File: src/rtl/dpram_frame_reader.sv
// Read-side engine for a simple dual-port RAM: turns {addr, len} commands into a
// valid/ready byte stream, absorbing the 1-cycle RAM read latency in a 2-entry skid FIFO.
module dpram_frame_reader #(
    parameter int ADDR_W = 10,
    parameter int DATA_W = 8
) (
    input  logic              rd_clk,
    input  logic              rd_rst_n,
    input  logic              cmd_valid,
    output logic              cmd_ready,
    input  logic [ADDR_W-1:0] cmd_addr,
    input  logic [ADDR_W:0]   cmd_len,
    output logic [ADDR_W-1:0] ram_rd_addr,
    input  logic [DATA_W-1:0] ram_rd_data,
    output logic [DATA_W-1:0] m_data,
    output logic              m_valid,
    input  logic              m_ready,
    output logic              m_last,
    output logic              busy,
    output logic              done
);

    // state   | meaning
    // S_IDLE  | waiting for a command, cmd_ready high
    // S_READ  | issuing RAM reads while remaining != 0
    // S_DRAIN | last address issued, emptying in-flight read and FIFO
    // S_DONE  | one-cycle completion pulse
    typedef enum logic [1:0] {
        S_IDLE  = 2'd0,
        S_READ  = 2'd1,
        S_DRAIN = 2'd2,
        S_DONE  = 2'd3
    } state_t;

    localparam logic [ADDR_W:0]   LEN_MAX  = {1'b1, {ADDR_W{1'b0}}};
    localparam logic [ADDR_W:0]   LEN_ONE  = {{ADDR_W{1'b0}}, 1'b1};
    localparam logic [ADDR_W-1:0] ADDR_ONE = {{(ADDR_W-1){1'b0}}, 1'b1};

    state_t            state, state_nxt;
    logic [ADDR_W:0]   remaining;
    logic              inflight;
    logic              inflight_last;
    logic [1:0]        fifo_count;
    logic [DATA_W-1:0] data_q1;
    logic              last_q1;
    logic [2:0]        occupancy;
    logic              accept;
    logic              issue;
    logic              push;
    logic              pop;

    assign cmd_ready = (state == S_IDLE);
    assign busy      = (state != S_IDLE);
    assign done      = (state == S_DONE);
    assign m_valid   = (fifo_count != 2'd0);

    // Occupancy counts reads already in flight so the FIFO can never overflow.
    always_comb begin
        accept    = cmd_valid && (state == S_IDLE);
        pop       = m_valid && m_ready;
        push      = inflight;
        occupancy = {1'b0, fifo_count} + {2'b00, inflight} - {2'b00, pop};
        issue     = (state == S_READ) && (occupancy < 3'd2);
    end

    always_comb begin
        state_nxt = state;
        case (state)
            S_IDLE: begin
                if (accept) begin
                    state_nxt = (cmd_len == '0) ? S_DONE : S_READ;
                end
            end
            S_READ: begin
                if (issue && (remaining == LEN_ONE)) begin
                    state_nxt = S_DRAIN;
                end
            end
            S_DRAIN: begin
                if ((fifo_count == 2'd0) && !inflight) begin
                    state_nxt = S_DONE;
                end
            end
            S_DONE: begin
                state_nxt = S_IDLE;
            end
            default: begin
                state_nxt = S_IDLE;
            end
        endcase
    end

    always_ff @(posedge rd_clk) begin
        if (!rd_rst_n) begin
            state <= S_IDLE;
        end else begin
            state <= state_nxt;
        end
    end

    always_ff @(posedge rd_clk) begin
        if (!rd_rst_n) begin
            ram_rd_addr   <= '0;
            remaining     <= '0;
            inflight      <= 1'b0;
            inflight_last <= 1'b0;
        end else begin
            if (accept) begin
                ram_rd_addr <= cmd_addr;
                remaining   <= (cmd_len > LEN_MAX) ? LEN_MAX : cmd_len;
            end else if (issue) begin
                ram_rd_addr <= ram_rd_addr + ADDR_ONE;
                remaining   <= remaining - LEN_ONE;
            end
            inflight <= issue;
            if (issue) begin
                inflight_last <= (remaining == LEN_ONE);
            end
        end
    end

    // Two-entry FIFO; entry 0 is the head and drives the stream outputs directly.
    always_ff @(posedge rd_clk) begin
        if (!rd_rst_n) begin
            fifo_count <= 2'd0;
            m_data     <= '0;
            m_last     <= 1'b0;
            data_q1    <= '0;
            last_q1    <= 1'b0;
        end else begin
            case ({push, pop})
                2'b10: begin
                    if (fifo_count == 2'd0) begin
                        m_data <= ram_rd_data;
                        m_last <= inflight_last;
                    end else begin
                        data_q1 <= ram_rd_data;
                        last_q1 <= inflight_last;
                    end
                    fifo_count <= fifo_count + 2'd1;
                end
                2'b01: begin
                    m_data     <= data_q1;
                    m_last     <= last_q1;
                    fifo_count <= fifo_count - 2'd1;
                end
                2'b11: begin
                    if (fifo_count == 2'd1) begin
                        m_data <= ram_rd_data;
                        m_last <= inflight_last;
                    end else begin
                        m_data  <= data_q1;
                        m_last  <= last_q1;
                        data_q1 <= ram_rd_data;
                        last_q1 <= inflight_last;
                    end
                end
                default: begin
                end
            endcase
        end
    end

endmodule

File: config.mk
export PLATFORM = sky130hd
export DESIGN_NAME = dpram_frame_reader
export DESIGN_NICKNAME = d
export VERILOG_FILES = /design/src/rtl/dpram_frame_reader.sv
export SDC_FILE = /design/constraint.sdc
export NUM_CORES = 1
export LEC_CHECK = 0
export BUFFER_PORTS_ARGS = -buffer_cell sky130_fd_sc_hd__buf_2
export CAP_MARGIN = 20
export CELL_PAD_IN_SITES_DETAIL_PLACEMENT = 2
export CELL_PAD_IN_SITES_GLOBAL_PLACEMENT = 2
export CORE_MARGIN = 5
export CORE_UTILIZATION = 30
export CTS_CLUSTER_DIAMETER = 50
export DETAILED_ROUTE_END_ITERATION = 6
export GPL_ROUTABILITY_DRIVEN = 1
export PLACE_DENSITY_LB_ADDON = 0.3
export REMOVE_ABC_BUFFERS = 1
export SETUP_SLACK_MARGIN = 0.02
export SLEW_MARGIN = 10
export SYNTH_ARGS = -nofsm -noshare
export SYNTH_HDL_FRONTEND = slang
export SYNTH_SLANG_ARGS = --single-unit
File: constraint.sdc
create_clock -name rd_clk -period 3.4 [get_ports rd_clk]
set_input_delay 0.68 -clock rd_clk [delete_from_list [all_inputs] [get_ports rd_clk]]
set_output_delay 0.68 -clock rd_clk [all_outputs]
set_load 0.02 [all_outputs]
======== After elaboration in Yosys (flattened, before gate mapping) ========
Index checks and enable logic that the tools add are counted.
word-level totals
  register bits after elaboration ......... 45
  input bits .............................. 33
  output and inout bits ................... 23
  word-level logic and storage cells ...... 73
cells by class
  add/sub/neg operators ................... 6
  order comparisons ....................... 2
  equal/unequal tests ..................... 14
  multiplexer cells ....................... 23
  reductions and logical operators ........ 18
operator list
  kind                                                                          number
  11-bit two-way mux                                                            3
  8-bit two-way mux                                                             4
  8-bit one-hot mux with 3 select lines                                         1
  10-bit two-way mux                                                            2
  8-bit one-hot mux with 2 select lines                                         1
  11-bit by 1-bit == test with 1-bit output, second input constant              1
  11-bit greater-than comparator, second input constant                         1
  11-bit zero test                                                              1
  11-bit by 1-bit subtractor with 11-bit output, second input constant          1
  10-bit by 1-bit adder with 10-bit output, second input constant               1
  2-bit nonzero test                                                            5
  2-bit == test, second input constant                                          4
  2-bit two-way mux                                                             4
  2-bit != test, second input constant                                          4
  2-bit one-hot mux with 4 select lines                                         1
  2-bit by 1-bit == test with 1-bit output, second input constant               3
  3-bit AND reduction                                                           2
  1-bit logical AND                                                             5
  2-bit zero test                                                               2
  1-bit two-way mux                                                             4
  2-bit by 1-bit != test with 1-bit output, second input constant               2
  2-bit one-hot mux with 2 select lines                                         1
  2-bit by 1-bit adder with 3-bit output                                        1
  3-bit by 2-bit less-than comparator with 1-bit output, second input constant  1
  other kinds (8)                                                               8

======== Longest topological paths before layout ========
Gate-level depths: netlist of run 1.
  depth after elaboration ................. 8
  gate-level depth with buffers ........... 12
  depth with buffers taken out ............ 10

======== Worst setup path after synthesis of run 1 ========
OpenSTA, ideal clock, no wires.
  kind .................................... flip-flop to flip-flop
  start point ............................. register fifo_count[1]
  end point ............................... register ram_rd_addr[9]
  library setup time ...................... 0.074 ns
  arrival ................................. 2.799 ns
  setup slack ............................. 0.527 ns
  stages on the path, launching flop included .. 12
  path buffers ............................ 1
  path through ............................ dfxtp_1 -> inv_1 -> ha_1 -> nand2b_1 -> buf_2 -> xnor2_1 -> nand2_1 -> fa_1 -> xor2_1 -> or3_4 -> or4_1 -> a31oi_1
between the ends
  word-level cells in the longest chain between the ends .. 6
  elaborated cells between the ends (all ways) .. 7
RTL lines
  what                                                                                            RTL line  source
  start, declared                                                                                 43        logic [1:0] fifo_count;
  start signal, assigned                                                                          140       fifo_count <= fifo_count + 2'd1;
  start signal, assigned                                                                          145       fifo_count <= fifo_count - 2'd1;
  parallel branches: the longest is 2 deep, another holds 2-bit by 1-bit adder with 3-bit output  -
  3-bit by 1-bit subtractor with 3-bit output (*)                                                 62        occupancy = {1'b0, fifo_count} + {2'b00, inflight} - {2'b00, pop};
  3-bit by 2-bit less-than comparator with 1-bit output (*)                                       63        issue = (state == S_READ) && (occupancy < 3'd2);
  1-bit logical AND (*)                                                                           63
  2-bit nonzero test (no line) (*)                                                                -
  end signal, assigned                                                                            109       ram_rd_addr <= cmd_addr;
  end signal, assigned                                                                            112       ram_rd_addr <= ram_rd_addr + ADDR_ONE;
  end, declared                                                                                   13        output logic [ADDR_W-1:0] ram_rd_addr,
Every way passes the cells marked *.
A chain may end at the register's enable or synchronous reset.

======== Worst setup path in the final report of run 1 ========
  start point ............................. register fifo_count[0]
  end point ............................... register state[1]
between the ends
  word-level cells in the longest chain between the ends .. 8
  elaborated cells between the ends (all ways) .. 12
RTL lines
  what                                                                                            RTL line  source
  parallel branches: the longest is 7 deep, another holds 2-bit by 1-bit adder with 3-bit output  -
  3-bit AND reduction (no line) (*)                                                               -
  end signal, assigned                                                                            97        state <= state_nxt;
  end, declared                                                                                   39        state_t state, state_nxt;
Marked as above.

==> flow_summary_export.csv, run 1 <==
group,metric,value,unit
synthesis,synth_cells,262,
grt,track_usage,13.2,%
synthesis,yosys.cell_types.count,42,
sta,slew_viol_final,0,
sta,clock_skew,11.2,ps
sta,finalHoldViolCount,0,
route,wirelength,6.26,mm
worst_setup_path,regToRegStartpoint,"fifo_count[0]",
clock_tree,cts_root_buf,"clkbuf_8",
pwr,p_int,1440,µW
clock_tree,cts_hold_buf,0,
floorplan,io_pins,56,
pwr,combPwrFrac,51.1,%
grt,grt_max_degree,28,
floorplan,die_x,97.8,µm
route,vias_per_cell,5.12,
grt,grt_first_pass_wirelength,10.6,mm
pwr,p_sw,1170,µW
synthesis,synth_top_area_share,39.0,%
route,firstDrtPassIters,4,
floorplan,die-height,97.8,µm
worst_setup_path,endpoint_kind,"register",
synthesis,syn_area_per_cell,8.83,µm²
sta,period_share,91.3,%
sta,fin_crit,3100,ps
pwr,power_frac_seq,32.9,%
cells_and_area,fin_util,37.0,%
job,maxCapViolations,0,
clock_tree,cts-buffers-inserted,5,
worst_setup_path,cp-start-kind,"register",
worst_setup_path,crit_start,"fifo_count[0]",
placement,gp_congestion,0.727,
route,vias,2134,
route,ant_nets,0,
sta,setup_viol,0,
synthesis,ys.flop_type,"dfxtp_1",
pwr,swShare,44.8,%
synthesis,yosys_warnings,0,
synthesis,syn_area,2310,µm²
synthesis,synth_area_leaders,"dfxtp_1 (39%), mux2i_1 (8.2%), ha_1 (4.9%)",
cells_and_area,antenna_cells,0,
grt,grt_pass1_vias,2220,
clock_tree,clk_pin_slew_worst_paths,100,ps
worst_setup_path,crit_type,"reg2reg",
synthesis,synth_async_sr_flop_share,0,%
worst_hold_path,worstHoldStart,"m_data[4]",
floorplan,initial_utilization,30.4,%
clock_tree,cts.path.max_buffers,2,
route,wl_per_cell,15.0,µm
worst_setup_path,critical_path_arrival,3360,ps
floorplan,design.die.area,9560,µm²
worst_setup_path,path_max_fanout,8,
synthesis,synth_edf_count,0,
floorplan,core.rowCount,32,
synthesis,yosys.area.top_type,"dfxtp_1",
clock_tree,clock-sinks,45,
pwr,powerDensity,926,nW/µm²
sta,fmax,0.322,GHz
clock_tree,clk_latency,300,ps
placement,portBuffers,55,
sta,tns,0,ps
sta,rsz0062_at_grt,"no",
worst_setup_path,ff2ff_path_depth,10,
worst_hold_path,whs_path_depth,2,
route,drc,0,
cells_and_area,nets,357,
clock_tree,cts_tree,"yes",
worst_setup_path,critPathRequiredTime,3650,ps
pwr,irDropWorstVdd,0.343,mV
synthesis,yosysSeqAreaShare,39.0,%
cells_and_area,final_layout_size_suffix_gt1_share,23.5,%
grt,gr-total-overflow,0,
floorplan,coreArea,7610,µm²
pwr,clockPowerShare,16.0,%
worst_hold_path,min_path_type,"reg2reg",
grt,antenna_found_initial,0,
pwr,p_leak,0.00116,µW
status,outcome,"complete, no violations",
route,drt_iter0_markers,43,
sta,relSlewSlack,42.5,%
clock_tree,htreeDepth,2,
placement,dpl.hpwl,4.84,mm
clock_tree,post-cts-setup-buffers,0,
synthesis,ys_ff_latch,45,
cells_and_area,area_delta_synth_final,21.7,%
sta,worstMarginPinSlew,860,ps
## synthesized netlist by cell type (2+ instances only)
| library cell | count |
|---|---|
| o31ai_1 | 2 |
| a31oi_1 | 5 |
| nor2_1 | 30 |
| xor2_1 | 12 |
| nor4b_1 | 2 |
| ha_1 | 9 |
| clkbuf_1 | 7 |
| nand2b_1 | 2 |
| a21oi_1 | 8 |
| o2bb2ai_1 | 3 |
| nand3_1 | 11 |
| and2_1 | 2 |
| mux2i_1 | 19 |
| nand4_1 | 8 |
| xnor2_1 | 7 |
| nand2_1 | 13 |
| or3_1 | 4 |
| inv_1 | 11 |
| dfxtp_1 | 45 |
| nor4_1 | 4 |
| o21ai_0 | 18 |
| buf_2 | 5 |
| a211oi_1 | 14 |
| nor3_1 | 3 |
## per-stage QoR
stage / hold WS (ps) / cells / area, µm² / total power [µW] / setup slack [ps]
final: 501 / 417 / 2810 / 2610 / 297
after global routing: 527 / 417 / 2810 / 2840 / 35.5
after CTS: 509 / 417 / 2800 / 2640 / 120
after detailed placement: 485 / 409 / 2680 / 2200 / 196
after global placement: 471 / 409 / 2680 / 2150 / 323
after floorplan: 460 / 249 / 2250 / 1770 / 212
## flip-flops by register name, summed over array words and instances, names as in the netlist
register	cells
remaining	11
ram_rd_addr	10
data_q1	8
m_data	8
fifo_count	2
state	2
inflight	1
inflight_last	1
last_q1	1
m_last	1
## worst max-delay path, stage by stage, from the launching register on
cell and delay [ps]:
dfxtp_1 420, inv_1 70, ha_1 240, nand2b_1 290, xnor2_2 220, nand2_1 100
fa_1 530, and4bb_2 360, nand4_1 240, a221oi_2 370, o221a_2 220
## power groups by stage
| stage | Sequential [µW] | Combinational (µW) | Clock, µW |
|---|---|---|---|
| 2_1_floorplan | 944 | 831 | 0 |
| 3_3_place_gp | 865 | 1290 | 0 |
| 3_5_place_dp | 870 | 1330 | 0 |
| 4_1_cts | 859 | 1350 | 435 |
| 5_1_grt | 887 | 1490 | 454 |
| 6_report | 857 | 1330 | 417 |
## cells in the final DEF, fill, tap and decap left out, types with 2 or more instances in the layout
master / count
nand4_1: 8
inv_1: 11
a31oi_1: 5
and2_1: 2
dfxtp_1: 44
o31ai_1: 2
xor2_1: 12
xnor2_1: 6
mux2i_1: 19
nand2b_1: 2
o21ai_0: 18
ha_1: 9
nand2_1: 13
nor3_1: 3
o2bb2ai_1: 3
buf_2: 55
nand3_1: 11
nor4b_1: 2
nor2_1: 30
buf_4: 3
nor4_1: 4
a21oi_1: 8
clkbuf_8: 5
or3_1: 4
a211oi_1: 13
## worst paths after layout
| check | to | slack (ps) |
|---|---|---|
| setup / recovery | state[1] | 300 |
| hold reg to reg | m_data[4] | 500 |
| setup reg to reg | state[1] | 300 |
| hold / removal | m_data[4] | 500 |
## logic make-up (layout without fill, tap and decap cells)
| kind of cell | after synthesis | after routing | share of synthesized area (%) |
|---|---|---|---|
| flops | 45 | 45 | 39.0 |
| fa+ha+maj | 10 | 10 | 5.74 |
| xor+xnor | 19 | 19 | 7.20 |
| buf+inv | 25 | 78 | 4.49 |
| compound gates | 58 | 58 | 16.2 |
| simple gates | 86 | 86 | 19.2 |
| mux | 19 | 19 | 8.23 |
## area by class of cell
cell class | instances | area, µm²
repair buffers | 58 | 298
fillers | 901 | 4790
inverters | 12 | 45.0
flip-flops and latches | 45 | 902
multi-input cells | 192 | 1330
clock buffers | 5 | 68.8
clock inverters | 3 | 46.3
well taps | 102 | 128
## layer usage
metal  vias to the layer above  GRT usage (%)  wire length, µm  share of wire, %
met2                        39           24.2             3200                51
met5                         -              0                0                 0
met4                         0           1.60               29              0.46
li1                       1046              -                -                 -
met1                      1045           16.3             2800                45
met3                         4           3.00              232               3.7
## what timing repair did
action	CTS	global route
endpoints found under the hold margin	0	0
resized for setup	0	3
endpoints found under the setup margin	0	6
(Power assumes the default switching activity.)
==> run 2: changes to the inputs <==
--- a/config.mk
+++ b/config.mk
@@ -9,15 +9,18 @@
 export CAP_MARGIN = 20
 export CELL_PAD_IN_SITES_DETAIL_PLACEMENT = 2
 export CELL_PAD_IN_SITES_GLOBAL_PLACEMENT = 2
+export CORE_ASPECT_RATIO = 1.25
 export CORE_MARGIN = 5
 export CORE_UTILIZATION = 30
 export CTS_CLUSTER_DIAMETER = 50
 export DETAILED_ROUTE_END_ITERATION = 6
 export GPL_ROUTABILITY_DRIVEN = 1
 export PLACE_DENSITY_LB_ADDON = 0.3
+export RECOVER_POWER = 50
 export REMOVE_ABC_BUFFERS = 1
 export SETUP_SLACK_MARGIN = 0.02
 export SLEW_MARGIN = 10
 export SYNTH_ARGS = -nofsm -noshare
 export SYNTH_HDL_FRONTEND = slang
 export SYNTH_SLANG_ARGS = --single-unit
+export TNS_END_PERCENT = 30
==> run 2 against run 1 <==
Against the previous run:
- maximum frequency grew 0.26%
- design area shrank 1.3%
- core utilization grew 0.32 points
- highest routed layer unchanged
- global-route usage grew 1.7 points
- sequential share of layout area grew 0.42 points
==> flow_summary_export.csv, run 2 (synthesis results as in run 1) <==
group,metric,value,unit
route,top_layer,"met4",
cells_and_area,fin_area,2780,µm²
worst_setup_path,cpMostUsedCell,"nand2_1",
sta,fmax,0.323,GHz
clock_tree,htreeDepth,2,
floorplan,die-height,108,µm
pwr,p_sw,1200,µW
floorplan,core.rowCount,35,
route,wl_per_cell,16.5,µm
job,maxCapViolations,0,
cells_and_area,largest-register,"remaining",
pwr,p_int,1370,µW
pwr,p_leak,0.00108,µW
placement,gp_congestion,0.747,
cells_and_area,antenna_cells,0,
sta,tns,0,ps
worst_setup_path,crit_family,"simple AND/OR/NAND/NOR gates",
sta,clock_skew,16.3,ps
worst_setup_path,ff2ff_path_depth,10,
clock_tree,cts-buffers-inserted,5,
cells_and_area,final_cell_mix,"dfxtp_1 (44), buf_2 (33), nor2_1 (30)",
clock_tree,cts_tree,"yes",
sta,slew_viol_final,0,
cells_and_area,nets,360,
sta,relSlewSlack,43.3,%
worst_setup_path,critPathRequiredTime,3640,ps
route,wl_met3,223,µm
status,outcome,"complete, no violations",
placement,portBuffers,55,
floorplan,initial_utilization,31.1,%
pwr,irDropWorstVdd,0.303,mV
placement,dpl.cell_count,401,
clock_tree,clock-sinks,45,
pwr,powerDensity,926,nW/µm²
grt,grt_pass1_vias,2332,
sta,finalHoldViolCount,0,
worst_setup_path,endpoint_kind,"register",
clock_tree,clk_latency,320,ps
clock_tree,cts_root_buf,"clkbuf_8",
sta,rsz0062_at_grt,"no",
worst_setup_path,path_max_fanout,7,
cells_and_area,largestRegisters,"remaining: 11 flops, ram_rd_addr: 10 flops",
route,vias,2149,
worst_setup_path,cp_slowest_stage_delay,540,ps
route,drt_iter0_markers,45,
route,wirelength,6.75,mm
worst_setup_path,crit_cells,10,
worst_setup_path,cp_slowest_cell,"fa_1",
route,drc,0,
placement,dpl.hpwl,5.26,mm
cells_and_area,largest_reg_flops,11,
worst_setup_path,critical_path_arrival,3340,ps
grt,grt_max_degree,28,
cells_and_area,final_layout_size_suffix_gt1_share,17.6,%
worst_setup_path,critPathBufInv,1,
pwr,swShare,46.8,%
route,wl_met1,2.73,mm
cells_and_area,multiInputGateArea,1330,µm²
worst_setup_path,crit_type,"reg2reg",
clock_tree,cts.path.max_buffers,2,
worst_setup_path,crit_chain,"inv_1, ha_1, nand2b_2, xnor2_2, nand2_1, fa_1, nand2_1, or3_4, or4_1, a31oi_1",
worst_hold_path,min_path_type,"reg2reg",
route,vias_per_cell,5.24,
floorplan,io_pins,56,
pwr,power_frac_seq,33.7,%
cells_and_area,seqCellArea,902,µm²
route,met2WireLength,3.69,mm
clock_tree,cts_hold_buf,0,
cells_and_area,finalNonFillerCells,410,
sta,setup_viol,0,
grt,gr-total-overflow,0,
route,ant_nets,0,
sta,fin_crit,3090,ps
grt,grt_first_pass_wirelength,11.2,mm
floorplan,die_x,88.5,µm
worst_setup_path,cp-start-kind,"register",
pwr,combPwrFrac,52.4,%
sta,period_share,91.0,%
clock_tree,clk_pin_slew_worst_paths,100,ps
grt,track_usage,14.9,%
route,firstDrtPassIters,2,
worst_hold_path,whs_path_depth,2,
floorplan,coreArea,7440,µm²
cells_and_area,n_fill_cell,894,
pwr,clockPowerShare,13.9,%
sta,worstMarginPinSlew,848,ps
placement,place_area,2690,µm²
cells_and_area,final_common_cell,"dfxtp_1",
cells_and_area,area_delta_synth_final,20.1,%
grt,antenna_found_initial,0,
floorplan,design.die.area,9570,µm²
## run 2: cell count changes in the layout (fill, tap and decap cells not counted)
cell | before | now
nand2b_1 | 2 | 1
buf_2 | 55 | 33
buf_4 | 3 | 6
bufinv_16 | 1 | 0
clkbuf_1 | 0 | 22
nand2b_2 | 0 | 1
inv_6 | 0 | 1
## run 2: repair_timing
item / 4_1_cts / 5_1_grt
setup endpoints to repair: 0 / 3
buffers inserted: 0 / 1
gates resized for setup: 0 / 4
## run 2: area by class of cell
| type | instances | area share, % |
|---|---|---|
| clock buffer | 5 | 2.48 |
| clock inverter | 3 | 0.901 |
| inverter | 12 | 1.62 |
| multi-input combinational | 192 | 47.8 |
| sequential | 45 | 32.5 |
| tap | 92 | 4.14 |
| timing repair buffer | 61 | 10.5 |
## run 2: per-layer routing
metal  vias to the layer above  global-route usage (%)
li1                       1054                       -
met2                        30                    28.4
met1                      1055                    16.6
met4                         0                    4.86
met3                        10                    1.91
met5                         -                       0
## run 2: final timing paths
path | from | endpoint | slack (ps)
worst min-delay path | m_data[5] | m_data[5] | 510
worst max-delay path | fifo_count[0] | ram_rd_addr[9] | 310
worst min register to register | m_data[5] | m_data[5] | 510
worst max register to register | fifo_count[0] | ram_rd_addr[9] | 310
## run 2: through the flow
stage          hold WS (ps)  total power (µW)  utilization (%)  worst slack, ps
2_1_floorplan           460              1770                -              212
6_report                509              2570             37.3              305
4_1_cts                 514              2620             37.3              107
5_1_grt                 538              2800             37.3             78.9
3_3_place_gp            471              2180             36.0              339
3_5_place_dp            493              2250             36.1              139
## run 2: power by group through the flow
stage               clock network, µW  registers (µW)  logic, µW
floorplan                           0             944        831
global placement                    0             865       1320
detailed placement                  0             877       1370
CTS                               371             865       1390
global route                      391             896       1510
finish                            357             866       1350
## run 2: worst reg2reg max path: cells and delay by family, from the launching register on
family | cells | cell delay [ps]
AND/OR/NAND/NOR | 5 | 1370
adder cells (fa/ha/maj) | 2 | 780
flip-flops | 1 | 440
XOR/XNOR | 1 | 190
AO/OA/AOI/OAI | 1 | 190
buffers and inverters | 1 | 70
==> run 3: changes to the inputs <==
==> constraint.sdc (replaced) <==
create_clock -name rd_clk -period 3.1 [get_ports rd_clk]
set_input_delay 0.62 -clock rd_clk [delete_from_list [all_inputs] [get_ports rd_clk]]
set_output_delay 0.62 -clock rd_clk [all_outputs]
set_load 0.02 [all_outputs]
==> run 3 against run 2 <==
Against the previous run:
- worst setup slack worse by 190 ps
- global-route usage hardly changed
- critical endpoint unchanged
- total power grew 11%
- worst hold slack got worse by 5.0 ps
- wire length grew 2.7%
- first-iteration DRC count down 38%
- clock power increased by 5.9%
- non-clock buffer count is 3 higher
- combinational power is 13% higher
- maximum frequency rose by 3.6%
- sequential power is 8.9% higher
- register-to-register slack got worse by 190 ps
- largest cell class unchanged
==> flow_summary_export.csv, run 3 (synthesis results as in run 1) <==
group,metric,value,unit
status,outcome,"complete, no violations",
cells_and_area,largest_reg_flops,11,
worst_setup_path,crit_family,"simple AND/OR/NAND/NOR gates",
route,drc,0,
grt,grt_max_degree,19,
route,vias,2116,
sta,relSlewSlack,54.4,%
worst_setup_path,endpoint_kind,"register",
cells_and_area,final_common_cell,"dfxtp_1",
worst_setup_path,crit_start,"fifo_count[0]",
worst_setup_path,crit_chain,"inv_1, ha_1, nand2b_1, xnor2_1, nand2_1, fa_1, xor2_1, or3_4, or4_1, a31oi_1",
cells_and_area,nets,363,
clock_tree,cts.path.max_buffers,2,
pwr,clockPowerShare,13.3,%
pwr,combPwrFrac,53.6,%
floorplan,die_x,88.5,µm
worst_setup_path,path_max_fanout,6,
floorplan,coreArea,7440,µm²
cells_and_area,largest-register,"remaining",
floorplan,io_pins,56,
cells_and_area,seqCellArea,901,µm²
route,ant_nets,0,
worst_setup_path,critical_path_arrival,3220,ps
floorplan,design.die.area,9570,µm²
worst_hold_path,worstHoldStart,"data_q1[0]",
sta,slew_viol_final,0,
pwr,irDropWorstVdd,0.373,mV
worst_setup_path,critPathBufInv,1,
sta,setup_viol,0,
grt,antenna_found_initial,0,
worst_setup_path,cp_slowest_stage_delay,460,ps
sta,fin_crit,2990,ps
worst_setup_path,crit_type,"reg2reg",
clock_tree,cts-buffers-inserted,5,
cells_and_area,multiInputGateArea,1330,µm²
grt,grt_first_pass_wirelength,11.3,mm
worst_setup_path,critPathRequiredTime,3340,ps
cells_and_area,final_cell_mix,"dfxtp_1 (45), buf_2 (39), nor2_1 (30)",
route,drt_iter0_markers,28,
pwr,powerDensity,1020,nW/µm²
worst_setup_path,cp-start-kind,"register",
cells_and_area,antenna_cells,0,
clock_tree,post-cts-setup-buffers,0,
job,maxCapViolations,0,
sta,worstMarginPinSlew,684,ps
pwr,power_frac_seq,33.1,%
route,firstDrtPassIters,4,
route,vias_per_cell,5.12,
cells_and_area,final_layout_size_suffix_gt1_share,19.3,%
route,wl_per_cell,16.8,µm
cells_and_area,largestRegisters,"remaining: 11 flops, ram_rd_addr: 10 flops",
cells_and_area,area_delta_synth_final,21.0,%
worst_setup_path,regToRegStartpoint,"fifo_count[0]",
clock_tree,clk_latency,300,ps
clock_tree,clk_pin_slew_worst_paths,90,ps
placement,dpl.hpwl,5.38,mm
floorplan,die-height,108,µm
sta,period_share,96.4,%
pwr,p_sw,1330,µW
placement,gp_congestion,0.802,
clock_tree,htreeDepth,2,
floorplan,initial_utilization,31.1,%
sta,fmax,0.335,GHz
sta,finalHoldViolCount,0,
grt,track_usage,14.9,%
placement,place_area,2720,µm²
pwr,swShare,46.8,%
clock_tree,cts_tree,"yes",
placement,portBuffers,55,
pwr,p_int,1510,µW
cells_and_area,n_fill_cell,887,
pwr,p_leak,0.00111,µW
grt,gr-total-overflow,0,
sta,rsz0062_at_grt,"yes",
clock_tree,cts_root_buf,"clkbuf_8",
worst_hold_path,min_path_type,"reg2reg",
cells_and_area,fin_area,2800,µm²
grt,grt_pass1_vias,2347,
route,wirelength,6.93,mm
sta,clock_skew,8.64,ps
cells_and_area,fin_util,37.6,%
worst_setup_path,cp_slowest_cell,"fa_1",
clock_tree,clock-sinks,45,
floorplan,core.rowCount,35,
run 3: cell count changes in the layout (fill, tap and decap cells not counted), sizes merged:
cell and change:
inv -1, clkbuf -5, clkinvlp -1, clkinv +2
buf +8
run 3: final timing paths:
| kind | endpoint | slack [ps] | cells after the start |
|---|---|---|---|
| worst max-delay path | ram_rd_addr[9] | 110 | 10 |
| worst min-delay path | data_q1[0] | 500 | 2 |
| worst max register to register | ram_rd_addr[9] | 110 | 10 |
| worst min register to register | data_q1[0] | 500 | 2 |
run 3: layer usage:
| layer | wire (µm) | track usage, % | part of all wire [%] |
|---|---|---|---|
| met1 | 2820 | 15.8 | 41 |
| met2 | 3830 | 29.5 | 55 |
| met3 | 223 | 2.82 | 3.2 |
| met4 | 65 | 3.56 | 0.94 |
| met5 | 0 | 0 | 0 |
run 3: through the flow:
| stage | total power (µW) | std cells | hold slack (ps) | worst slack, ps | TNS [ps] |
|---|---|---|---|---|---|
| 2_1_floorplan | 1950 | 249 | 460 | -88.2 | -119 |
| 3_3_place_gp | 2410 | 404 | 472 | 270 | 0 |
| 3_5_place_dp | 2490 | 405 | 486 | 169 | 0 |
| 4_1_cts | 2880 | 413 | 508 | 139 | 0 |
| 5_1_grt | 3070 | 413 | 533 | -45.8 | -64.9 |
| 6_report | 2840 | 413 | 504 | 112 | 0 |
run 3: layout make-up:
cell class / instances / share of cell area [%]
Multi-Input combinational cell: 192 / 47.4
Sequential cell: 45 / 32.2
Timing Repair Buffer: 64 / 11.4
Tap cell: 92 / 4.11
Clock buffer: 5 / 2.46
Inverter: 12 / 1.61
Clock inverter: 3 / 0.805
run 3: power groups by stage:
| stage | clock network, µW | logic, µW | registers, µW |
|---|---|---|---|
| global route | 417 | 1690 | 971 |
| CTS | 390 | 1550 | 944 |
| finish | 378 | 1520 | 943 |
| floorplan | 0 | 911 | 1040 |
| detailed placement | 0 | 1530 | 955 |
| global placement | 0 | 1470 | 946 |
run 3: repair_timing:
item / in CTS / in global routing
setup endpoints to repair: 0 / 4
hold buffers: 0 / 0
resized for setup: 0 / 2
hold endpoints to repair: 0 / 0
run 3: worst register-to-register path, delay by kind of cell (launching register included):
family | cells | cell delay, ps
AO/OA/AOI/OAI | 1 | 160
XOR/XNOR | 2 | 430
adder cells (fa/ha/maj) | 2 | 700
buffers and inverters | 1 | 70
flip-flops | 1 | 400
AND/OR/NAND/NOR | 4 | 1160
